`src/rtl/pmem_line_adapter_pkg.sv`:
```
// Shared types for the cache physical-memory port and its word-wide memory bus.
package pmem_line_adapter_pkg;

  typedef logic [127:0] lc3b_block;
  typedef logic [15:0]  lc3b_word;
  typedef logic [1:0]   lc3b_mem_wmask;
  typedef logic [2:0]   lc3b_word_sel;
  typedef logic [11:0]  lc3b_line_addr;

  typedef enum logic [1:0] {
    pmem_idle,
    pmem_read_s,
    pmem_write_s,
    pmem_done
  } lc3b_pmem_state;

  function automatic lc3b_word block_word(lc3b_block blk, lc3b_word_sel sel);
    return blk[{sel, 4'b0000} +: 16];
  endfunction

  function automatic lc3b_word word_address(lc3b_line_addr line, lc3b_word_sel sel);
    return {line, sel, 1'b0};
  endfunction

endpackage

```
`src/rtl/pmem_line_adapter_if.sv`:
```
// Cache-side line port plus word-wide memory bus; slave is the adapter's view.
interface pmem_line_adapter_if;
  import pmem_line_adapter_pkg::*;

  logic          pmem_read;
  logic          pmem_write;
  logic [15:0]   pmem_address;
  lc3b_block     pmem_wdata;
  lc3b_block     pmem_rdata;
  logic          pmem_resp;
  logic          mem_read;
  logic          mem_write;
  logic [15:0]   mem_address;
  lc3b_word      mem_wdata;
  lc3b_mem_wmask mem_byte_enable;
  lc3b_word      mem_rdata;
  logic          mem_resp;

  modport slave (
    input  pmem_read, pmem_write, pmem_address, pmem_wdata, mem_rdata, mem_resp,
    output pmem_rdata, pmem_resp, mem_read, mem_write, mem_address, mem_wdata,
           mem_byte_enable
  );

  modport master (
    output pmem_read, pmem_write, pmem_address, pmem_wdata, mem_rdata, mem_resp,
    input  pmem_rdata, pmem_resp, mem_read, mem_write, mem_address, mem_wdata,
           mem_byte_enable
  );

endinterface

```
`src/rtl/pmem_line_adapter_line_assembler.sv`:
```
// Fill-line register: writes one 16-bit word into the selected slot per load, 1-cycle latency.
module line_assembler
  import pmem_line_adapter_pkg::*;
(
  input  logic         clk,
  input  logic         rst_n,
  input  lc3b_word_sel slot,
  input  logic         load,
  input  lc3b_word     word,
  output lc3b_block    line
);

  always_ff @(posedge clk or negedge rst_n) begin
    if (!rst_n) begin
      line <= '0;
    end else if (load) begin
      line[{slot, 4'b0000} +: 16] <= word;
    end
  end

endmodule

```
`src/rtl/pmem_line_adapter.sv`:
```
// Splits one 128-bit line read/write into eight 16-bit memory transactions; pmem_resp
// pulses one cycle after the eighth mem_resp. Memory stalls by withholding mem_resp.
module pmem_line_adapter
  import pmem_line_adapter_pkg::*;
#(
  parameter int LINE_WORDS = 8
) (
  input logic               clk,
  input logic               rst_n,
  pmem_line_adapter_if.slave bus
);

  localparam lc3b_word_sel LAST_SEL = lc3b_word_sel'(LINE_WORDS - 1);

  lc3b_pmem_state state;
  lc3b_word_sel   cnt;
  lc3b_word_sel   next_sel;
  lc3b_line_addr  line_addr;
  lc3b_block      wline;
  logic           unused_addr_bits;

  assign next_sel         = cnt + 3'd1;
  assign unused_addr_bits = ^bus.pmem_address[3:0];

  line_assembler u_line_assembler (
    .clk  (clk),
    .rst_n(rst_n),
    .slot (cnt),
    .load (bus.mem_resp && (state == pmem_read_s)),
    .word (bus.mem_rdata),
    .line (bus.pmem_rdata)
  );

  // Outputs are registered, so each word's address/data is prepared from next_sel
  // on the edge that retires the previous word.
  always_ff @(posedge clk or negedge rst_n) begin
    if (!rst_n) begin
      state               <= pmem_idle;
      cnt                 <= '0;
      line_addr           <= '0;
      wline               <= '0;
      bus.mem_read        <= 1'b0;
      bus.mem_write       <= 1'b0;
      bus.mem_address     <= '0;
      bus.mem_wdata       <= '0;
      bus.mem_byte_enable <= 2'b00;
      bus.pmem_resp       <= 1'b0;
    end else begin
      case (state)
        pmem_idle: begin
          cnt <= '0;
          if (bus.pmem_write) begin
            state               <= pmem_write_s;
            line_addr           <= bus.pmem_address[15:4];
            wline               <= bus.pmem_wdata;
            bus.mem_write       <= 1'b1;
            bus.mem_byte_enable <= 2'b11;
            bus.mem_address     <= word_address(bus.pmem_address[15:4], 3'd0);
            bus.mem_wdata       <= bus.pmem_wdata[15:0];
          end else if (bus.pmem_read) begin
            state           <= pmem_read_s;
            line_addr       <= bus.pmem_address[15:4];
            bus.mem_read    <= 1'b1;
            bus.mem_address <= word_address(bus.pmem_address[15:4], 3'd0);
          end
        end

        pmem_read_s, pmem_write_s: begin
          if (bus.mem_resp) begin
            cnt <= next_sel;
            if (cnt == LAST_SEL) begin
              state               <= pmem_done;
              bus.mem_read        <= 1'b0;
              bus.mem_write       <= 1'b0;
              bus.mem_byte_enable <= 2'b00;
              bus.mem_address     <= '0;
              bus.mem_wdata       <= '0;
              bus.pmem_resp       <= 1'b1;
            end else begin
              bus.mem_address <= word_address(line_addr, next_sel);
              bus.mem_wdata   <= (state == pmem_write_s) ? block_word(wline, next_sel) : '0;
            end
          end
        end

        pmem_done: begin
          state         <= pmem_idle;
          bus.pmem_resp <= 1'b0;
        end

        default: state <= pmem_idle;
      endcase
    end
  end

endmodule
```
`src/flat_wrapper.sv`:
```
// flat-port wrapper written by rule: the top's interface ports become plain ports
module pmem_line_adapter_flat import pmem_line_adapter_pkg::*;
#(
  parameter int LINE_WORDS = 8
)
  (clk, rst_n, bus_pmem_read, bus_pmem_write, bus_pmem_address, bus_pmem_wdata, bus_mem_rdata, bus_mem_resp, bus_pmem_rdata, bus_pmem_resp, bus_mem_read, bus_mem_write, bus_mem_address, bus_mem_wdata, bus_mem_byte_enable);
  pmem_line_adapter_if bus_i ();
  input logic clk;
  input logic rst_n;
  input wire logic [$bits(bus_i.pmem_read)-1:0] bus_pmem_read;
  input wire logic [$bits(bus_i.pmem_write)-1:0] bus_pmem_write;
  input wire logic [$bits(bus_i.pmem_address)-1:0] bus_pmem_address;
  input wire logic [$bits(bus_i.pmem_wdata)-1:0] bus_pmem_wdata;
  input wire logic [$bits(bus_i.mem_rdata)-1:0] bus_mem_rdata;
  input wire logic [$bits(bus_i.mem_resp)-1:0] bus_mem_resp;
  output wire logic [$bits(bus_i.pmem_rdata)-1:0] bus_pmem_rdata;
  output wire logic [$bits(bus_i.pmem_resp)-1:0] bus_pmem_resp;
  output wire logic [$bits(bus_i.mem_read)-1:0] bus_mem_read;
  output wire logic [$bits(bus_i.mem_write)-1:0] bus_mem_write;
  output wire logic [$bits(bus_i.mem_address)-1:0] bus_mem_address;
  output wire logic [$bits(bus_i.mem_wdata)-1:0] bus_mem_wdata;
  output wire logic [$bits(bus_i.mem_byte_enable)-1:0] bus_mem_byte_enable;
  assign bus_i.pmem_read = bus_pmem_read;
  assign bus_i.pmem_write = bus_pmem_write;
  assign bus_i.pmem_address = bus_pmem_address;
  assign bus_i.pmem_wdata = bus_pmem_wdata;
  assign bus_i.mem_rdata = bus_mem_rdata;
  assign bus_i.mem_resp = bus_mem_resp;
  assign bus_pmem_rdata = bus_i.pmem_rdata;
  assign bus_pmem_resp = bus_i.pmem_resp;
  assign bus_mem_read = bus_i.mem_read;
  assign bus_mem_write = bus_i.mem_write;
  assign bus_mem_address = bus_i.mem_address;
  assign bus_mem_wdata = bus_i.mem_wdata;
  assign bus_mem_byte_enable = bus_i.mem_byte_enable;
  pmem_line_adapter #(.LINE_WORDS(LINE_WORDS)) u_core (.clk(clk), .rst_n(rst_n), .bus(bus_i));
endmodule
```
`config.mk`:
```
export PLATFORM = sky130hd
export DESIGN_NAME = pmem_line_adapter_flat
export DESIGN_NICKNAME = d
export VERILOG_FILES = /design/src/rtl/pmem_line_adapter_pkg.sv /design/src/rtl/pmem_line_adapter_if.sv /design/src/rtl/pmem_line_adapter_line_assembler.sv /design/src/rtl/pmem_line_adapter.sv /design/src/flat_wrapper.sv
export SDC_FILE = /design/constraint.sdc
export NUM_CORES = 1
export LEC_CHECK = 0
export BUFFER_PORTS_ARGS = -buffer_cell sky130_fd_sc_hd__buf_4
export CAP_MARGIN = 20
export CORE_ASPECT_RATIO = 2
export CORE_UTILIZATION = 49
export CTS_BUF_LIST = sky130_fd_sc_hd__clkbuf_16
export DETAILED_ROUTE_END_ITERATION = 8
export PLACE_DENSITY = 0.87
export SYNTH_ARGS = -nofsm -noshare
export SYNTH_HDL_FRONTEND = slang
export SYNTH_SLANG_ARGS = --single-unit
```
`constraint.sdc`:
```
create_clock -name clk -period 3 [get_ports clk]
set_clock_uncertainty 0.15 [all_clocks]
set_input_delay 0 -clock clk [delete_from_list [all_inputs] [get_ports clk]]
set_output_delay 0 -clock clk [all_outputs]
set_load 0.02 [all_outputs]
```
---- Yosys cells after proc, flatten, opt, wreduce, memory -nomap -nowiden ----
Cells that the tools add are included.
W data, S select, Z words.
cells by class
  add/sub/neg operators ................... 2
  equality and inequality tests ........... 10
  shifts and indexed selects .............. 3
  multiplexer cells ....................... 34
  reductions and logical operators ........ 15
operators by type and width
  cell                        number
  $bwmux W128                 1
  $mux W16                    8
  $shift A16 B9 Y128 const A  1
  $shiftx A128 B8 Y16         1
  $shiftx A16 B9 Y128         1
  $pmux W16 S2                2
  $mux W12                    2
  $mux W2                     7
  $reduce_and A3 Y1           4
  $neg A7 Y9                  1
  $ne A2 B2 Y1 const B        4
  $mux W1                     7
  $pmux W1 S2                 3
  $pmux W2 S3                 1
  $pmux W3 S2                 1
  $reduce_and A2 Y1           3
  $reduce_bool A2 Y1          3
  $reduce_and A5 Y1           1
  $eq A2 B2 Y1 const B        2
  $pmux W2 S2                 1
  $reduce_and A4 Y1           1
  $add A3 B1 Y3 const B       1
  $eq A3 B3 Y1 const B        1
  $mux W3                     1
  6 further kinds             6
word-level totals
  register bits after elaboration ......... 310
  output and inout bits ................... 165

---- Logic depth before layout (Yosys ltp) ----
Gate-level depths: netlist of run 1.
  depth in word-level cells ............... 6
  depth in mapped cells ................... 11
  mapped depth without buffers ............ 6

---- By module ----
A second synthesis of run 1 with hierarchy kept.
second synthesis, totals
  cells, all modules ...................... 975
  area, all modules ....................... 13465.4 um^2
modules (own cells, without submodules)
  module             instances  cells each  area an instance (um^2)
  pmem_line_adapter  1          634         8405.6
  line_assembler     1          341         5059.9

---- Worst setup path before layout of run 1 ----
No wires, ideal clock.
  kind .................................... reg2reg
  from .................................... register u_core.cnt[0]
  to ...................................... register u_core.u_line_assembler.line[70]
  setup time .............................. 125 ps
  data arrival time ....................... 2884 ps
  data required time ...................... 2725 ps
  path slack .............................. -159 ps
  cell stages (with the launch flop) ...... 12
  path through ............................ dfrtp_1 > buf_2 > buf_4 > buf_2 > inv_1 > ha_1 > ha_1 > buf_2 > o31ai_2 > nor4b_4 > buf_2 > mux2_2
on the way
  longest elaborated chain between the ends .. 3
  elaborated cells between the ends (all ways) .. 4
  those cells by class .................... add/sub (1); shift (2); mux (1)
RTL lines
  what                                                       RTL line                                text
  from (decl)                                                pmem_line_adapter.sv:16                 lc3b_word_sel cnt;
  from (signal assigned)                                     pmem_line_adapter.sv:70                 cnt <= next_sel;
  $neg A7 Y9 *                                               pmem_line_adapter_line_assembler.sv:17  line[{slot, 4'b0000} +: 16] <= word;
  $shiftx A16 B9 Y128 or $shift A16 B9 Y128 (tied branches)  pmem_line_adapter_line_assembler.sv:17
  $bwmux W128 *                                              pmem_line_adapter_line_assembler.sv:17
  to (signal, indexed assignment)                            pmem_line_adapter_line_assembler.sv:17
  to (decl)                                                  pmem_line_adapter_line_assembler.sv:10  output lc3b_block line
Mark *: on every way between the ends. The rest lies on a longest branch, timed or not.
A chain may end at the register's enable or synchronous reset.

---- Worst setup path after layout of run 1 ----
  from .................................... register u_core.state[0]
  to ...................................... register u_core.bus.mem_wdata[4]
on the way
  longest elaborated chain between the ends .. 5
  elaborated cells between the ends (all ways) .. 12
  those cells by class .................... eq/ne (4); mux (4); reduce/logical (4)
RTL lines
  what                    RTL line                                          text
  from (decl)             pmem_line_adapter.sv:15                           lc3b_pmem_state state;
  from (signal assigned)  pmem_line_adapter.sv:38                           state <= pmem_idle;
  from (signal assigned)  pmem_line_adapter.sv:53                           state <= pmem_write_s;
  from (signal assigned)  pmem_line_adapter.sv:61                           state <= pmem_read_s;
  $eq A2 B2 Y1            pmem_line_adapter.sv:49, pmem_line_adapter.sv:81
  $mux W16                pmem_line_adapter.sv:81                           bus.mem_wdata <= (state == pmem_write_s) ? block_word(wline, next_sel) : '0;
  $mux W16                pmem_line_adapter.sv:71                           if (cnt == LAST_SEL) begin
  $mux W16                pmem_line_adapter.sv:69                           if (bus.mem_resp) begin
  $pmux W16 S2            pmem_line_adapter.sv:49                           case (state)
  to (signal assigned)    pmem_line_adapter.sv:59                           bus.mem_wdata <= bus.pmem_wdata[15:0];
  to (signal assigned)    pmem_line_adapter.sv:81
  to (decl)               pmem_line_adapter_if.sv:21                        output pmem_rdata, pmem_resp, mem_read, mem_write, mem_address, mem_wdata,
Several ways; a longest one is shown, not always the timed one. The select of a mux whose other input is x is not followed.

==> qor.yml, run 1 <==
coreArea_sq_mm: 0.0275
ys_ff_latch: 307
critPathArrivalTime_ns: 3.04
power_leakage_nw: 9.19
cp_max_fo: 16
via_count: 10900
grt_max_degree: 84
gr-usage-met1: 0.313
critPathCaptureType: "flip-flop"
cts_made_buffers: 26
use_met3: 0.0398
slew_viol_final: 0
antenna_found_initial: 8
wire_per_inst_um: 23.3
start_kind: "flip-flop"
setup_viol: 0
grt_pass1_vias: 12000
dr.pass1.iters: 5
portBuffers: 324
cts_tree: "yes"
synth_async_sr_flop_share: 1.00
syn_nets: 1193
ys_seq_area_frac: 0.560
critPathKind: "flip-flop to flip-flop"
hold_ws_ns: 0.0685
antenna_left: 0
cts_root_buffer: "clkbuf_16"
min_period_ns: 2.80
dieWidth_um: 120
drv_cap: 0
r2r-end: "u_core.bus.mem_wdata[4]"
start_util: 0.498
fin_total_pwr_w: 0.0196
worstHoldStart: "bus_pmem_wdata[23]"
r2r_start: "u_core.state[0]"
syn2layout_area_growth_pct: 42.0
synth_edf_count: 0
rrSetupSlack_ns: 0.20
rsz0062_at_grt: "false"
tightest_slew_ns: 0.973
required_ns: 3.24
postCtsSetupBuffers: 0
timing.setup.tns_ns: 0
synthFlopType: "dfrtp_1"
dieArea_sq_mm: 0.0287
die_h_um: 239
hold_depth: 3
gp_congestion: 0.883
holdPathEnd: "u_core.wline[23]"
drt_iter0_markers: 559
grt.busiest_layer: "met2"
clk_latency_ns: 0.55
syn_avg_cell_area_sq_um: 13.5
fin_crit_sh: 0.934
netlist_instances: 1019
reg2regPathDepth: 5
route.detailed.drc: 0
wl_um: 44300
finalHoldViolations: 0
num-fill-cells: 1728
hold_class: "primary input to flip-flop"
ioPinCount: 330
htree_levels: 1
viasPerCell: 5.74
rows: 86
track_usage: 0.311
final_nets: 1699
dp_hpwl_um: 27300
use_met2: 0.563
power_density_mw_per_mm2: 1010
overflow: 0
cts_num_sinks: 307
path_clk_slew_ns: 0.07
status: "finished clean"
ys_types: 50
drive_gt1_frac: 0.470
mappedNetlistArea_sq_mm: 0.0137
ys_warn_count: 0
final_util: 0.707
grt_pass1_wl_um: 67600
cts_buffer_depth: 3
slew-limit-headroom: 0.352
fmax_ghz: 0.357
ir_drop_uv: 853
[layout make-up]
type / instances / area (sq um) / area share
multi-input combinational: 616 / 5620 / 0.288
tap: 352 / 440 / 0.0226
clock buffer: 26 / 651 / 0.0334
antenna: 8 / 20.0 / 0.00103
timing repair buffer: 554 / 4710 / 0.242
sequential: 307 / 7690 / 0.394
clock inverter: 19 / 284 / 0.0146
inverter: 20 / 75.1 / 0.00385
[report_power, final]
group / switching [W] / internal (W)
Sequential: 0.000983 / 0.00577
Combinational: 0.00476 / 0.00434
Clock: 0.00160 / 0.00219
Total: 0.00735 / 0.0123
[registers in the layout, indices dropped and copies added (netlist names), 2 cells and up]
signal                        flops
u_core.u_line_assembler.line    128
u_core.wline                    128
u_core.state                      2
u_core.line_addr                 12
u_core.bus.mem_address           15
u_core.cnt                        3
u_core.bus.mem_wdata             16
[cell families after synthesis]
logic type	Yosys count	share of synthesized area
DFF	307	0.560
AOI/OAI and AO/OA	115	0.0588
buffers and inverters	96	0.0324
adders and majority gates	9	0.00821
and+or+nand+nor	163	0.0714
muxes	328	0.269
other	1	0.000273
[timing repair]
action,CTS,global route
gates resized for setup,0,0
hold buffers,191,0
hold endpoints to repair,597,0
[critical path, stage by stage (launching register included)]
cell and delay (ns):
dfrtp_1 0.43, inv_1 0.11, ha_1 0.43, nand2_1 0.09
or4b_1 0.86, o311ai_0 0.58
[cells in the final DEF, fill, tap and decap left out, drive strengths merged, types with 2 or more instances in the layout]
cell type	count
bufinv	7
mux2i	11
inv	25
ha	9
nand2	54
a32o	2
o22ai	36
mux2	316
nor2b	3
o21ai	22
a21oi	3
diode	8
nor3	16
nand3	16
nor2	6
buf	364
nor4b	16
or3b	2
and4b	3
dlygate4sd3	190
clkbuf	26
nand2b	20
a22o	14
clkinv	6
and2	4
nor4	15
a21o	16
or2	2
o31ai	3
o311ai	16
dfrtp	307
[synth_stat cells (9+ instances only)]
cell type  instances  share of area
mux2_2           305           0.25
a21o_1            16         0.0088
nor3_1            13         0.0047
mux2_1            11         0.0090
mux2i_1           11         0.0080
o21ai_0           22         0.0080
buf_2             19         0.0069
nand3_1           16         0.0058
nor4b_1           15         0.0096
nand2b_1          20         0.0091
a22o_1            14         0.0089
inv_1             20         0.0055
dfrtp_1          307           0.56
ha_1               9         0.0082
clkbuf_1          44          0.012
o311ai_1          13         0.0083
nand2_1           54          0.015
o22ai_1           36          0.016
nor4_1            13         0.0059
[how the worst max path moves through the flow]
stage	from	to	depth (start not counted)
2_1_floorplan	u_core.cnt[0]	u_core.u_line_assembler.line[70]	11
3_3_place_gp	u_core.cnt[1]	u_core.u_line_assembler.line[66]	7
3_5_place_dp	u_core.cnt[1]	u_core.u_line_assembler.line[67]	7
4_1_cts	u_core.cnt[1]	u_core.u_line_assembler.line[67]	7
5_1_grt	u_core.state[1]	u_core.bus.mem_wdata[4]	5
6_report	u_core.state[0]	u_core.bus.mem_wdata[4]	5
[routing by layer]
layer,up-vias,share of wire
li1,4714,-
met1,5504,0.32
met3,185,0.047
met2,515,0.54
met4,0,0.092
met5,-,0
[stage by stage]
step / setup WS (ns) / cells / instance area (sq um)
after CTS: 0.323 / 1894 / 19500
after global routing: 0.144 / 1902 / 19500
after detailed placement: 0.325 / 1658 / 16600
after global placement: 0.352 / 1658 / 16600
final: 0.198 / 1902 / 19500
after floorplan: 0.00831 / 1019 / 13700
No activity file was read; power rests on OpenSTA's default activity.
==> run 2, diff against run 1 <==
==> constraint.sdc (replaced) <==
create_clock -name clk -period 2.5 [get_ports clk]
set_clock_uncertainty 0.15 [all_clocks]
set_input_delay 0 -clock clk [delete_from_list [all_inputs] [get_ports clk]]
set_output_delay 0 -clock clk [all_outputs]
set_load 0.02 [all_outputs]
==> run 2 against run 1 <==
  * Clock power increased by 21%
  * Total power increased by 22%
  * Critical path type unchanged
  * Highest routed layer unchanged
  * Count of clock-buffer cells in the layout increased by 1
  * Sequential share of layout area decreased by 0.34 points
  * Cell count decreased by 0.32%
  * Critical path depth increased by 2
  * Die area unchanged
==> qor.yml, run 2 (synthesis results as in run 1) <==
status: "finished clean"
rrSetupSlack_ns: 0.07
cp_slowest_stage_delay_ns: 0.46
worstHoldStart: "bus_pmem_wdata[73]"
drt_iter0_markers: 720
r2r-end: "u_core.u_line_assembler.line[72]"
via_count: 11100
overflow: 0
start_kind: "flip-flop"
htree_levels: 1
dpl_cell_area_sq_mm: 0.0169
power_leakage_nw: 9.24
grt_max_degree: 76
critPathCaptureType: "flip-flop"
layout_commonest_cell: "buf_4"
p_clk_frac: 0.192
finalNonFillerCells: 1896
cts_num_sinks: 307
fin_area_sq_mm: 0.0197
power_density_mw_per_mm2: 1220
sequentialPowerShare: 0.341
die_h_um: 239
drv_cap: 0
antenna_found_initial: 2
finalHoldViolations: 0
track_usage: 0.319
fin_crit_sh: 0.971
final_nets: 1696
p_sw_w: 0.00912
holdPathEnd: "u_core.wline[73]"
tightest_slew_ns: 0.654
r2r_start: "u_core.cnt[0]"
wl_um: 45800
critPathKind: "flip-flop to flip-flop"
cts_buffer_depth: 3
coreArea_sq_mm: 0.0275
slowest_stage: "dfrtp_4"
portBuffers: 324
rsz0062_at_grt: "false"
hold_ws_ns: 0.0780
final_cell_mix: "355 x buf_4, 306 x dfrtp_1, 291 x mux2_2"
wire_per_inst_um: 24.1
clk_latency_ns: 0.55
internal_power_w: 0.0148
dr.pass1.iters: 5
hold_depth: 3
cts_made_buffers: 26
combPwrFrac: 0.467
cts_root_buffer: "clkbuf_16"
dieArea_sq_mm: 0.0287
route.detailed.drc: 0
hold_class: "primary input to flip-flop"
path_clk_slew_ns: 0.08
critPathArrivalTime_ns: 2.71
ir_drop_uv: 738
rows: 86
setup_viol: 0
syn2layout_area_growth_pct: 43.3
dp_hpwl_um: 28300
antenna_left: 0
grt_pass1_vias: 12000
cp_common_cell: "ha_4"
cp_max_fo: 16
cts_tree: "yes"
setup_slack_ns: 0.0717
place_ws_ns: 0.0940
slew_viol_final: 0
reg2regPathDepth: 7
viasPerCell: 5.83
final_util: 0.714
required_ns: 2.78
crit_chain: "inv_4 > ha_4 > ha_4 > o31ai_4 > nor4b_4 > buf_12 > mux2_2"
ioPinCount: 330
dp.cells: 1668
fmax_ghz: 0.412
drive_gt1_frac: 0.482
min_period_ns: 2.43
grt_pass1_wl_um: 68900
switching_share: 0.381
slew-limit-headroom: 0.564
gp_congestion: 0.858
start_util: 0.498
dieWidth_um: 120
reg_top3: "u_core.u_line_assembler.line: 128 flops, u_core.wline: 128 flops, u_core.bus.mem_wdata: 16 flops"
## run 2: worst max path at each step
stage,start,to,slack [ns],cells after the start
after floorplan,u_core.cnt[0],u_core.u_line_assembler.line[70],-0.31,11
after global placement,u_core.cnt[0],u_core.u_line_assembler.line[68],0.16,7
after detailed placement,u_core.cnt[0],u_core.bus.mem_wdata[4],0.09,5
after CTS,u_core.state[0],u_core.bus.mem_wdata[4],0.05,7
after global routing,u_core.cnt[0],u_core.u_line_assembler.line[72],0.007,7
final,u_core.cnt[0],u_core.u_line_assembler.line[72],0.07,7
## run 2: critical path: cells and delay by family (launching register included)
kind	cells	cell delay (ns)
flip-flops	1	0.46
adder cells (fa/ha/maj)	2	0.56
AND/OR/NAND/NOR	1	0.35
buffers and inverters	2	0.26
AO/OA/AOI/OAI	1	0.15
multiplexers	1	0.36
## run 2: final cells by class
| class | instances | area [sq um] |
|---|---|---|
| sequential | 307 | 7690 |
| clock inverter | 21 | 278 |
| clock buffer | 27 | 676 |
| antenna | 2 | 5.00 |
| multi-input combinational | 616 | 5700 |
| timing repair buffer | 551 | 4790 |
| fill | 1737 | 7890 |
| tap | 352 | 440 |
| inverter | 20 | 77.6 |
## run 2: layer usage
metal,wire (um),track usage
met3,2300,0.0386
met1,14600,0.319
met5,0,0
met4,4220,0.258
met2,24700,0.584
## run 2: power by group through the flow
stage,sequential (W),combinational [W],clock [W]
after floorplan,0.00864,0.00601,0
after global placement,0.00789,0.0102,0
after detailed placement,0.00804,0.0105,0
after CTS,0.00798,0.0108,0.00462
after global routing,0.00830,0.0117,0.00482
final,0.00817,0.0112,0.00460
## run 2: what timing repair did
item / CTS / global route
endpoints found under the setup margin: 0 / 12
resized for setup: 0 / 4
setup buffers: 0 / 0
hold buffers: 178 / 0
hold endpoints to repair: 594 / 0
## run 2: stage by stage
step | TNS [ns] | power, W
finish | 0 | 0.0239
global route | 0 | 0.0248
CTS | 0 | 0.0234
detailed placement | 0 | 0.0185
global placement | 0 | 0.0181
floorplan | -14.09 | 0.0146
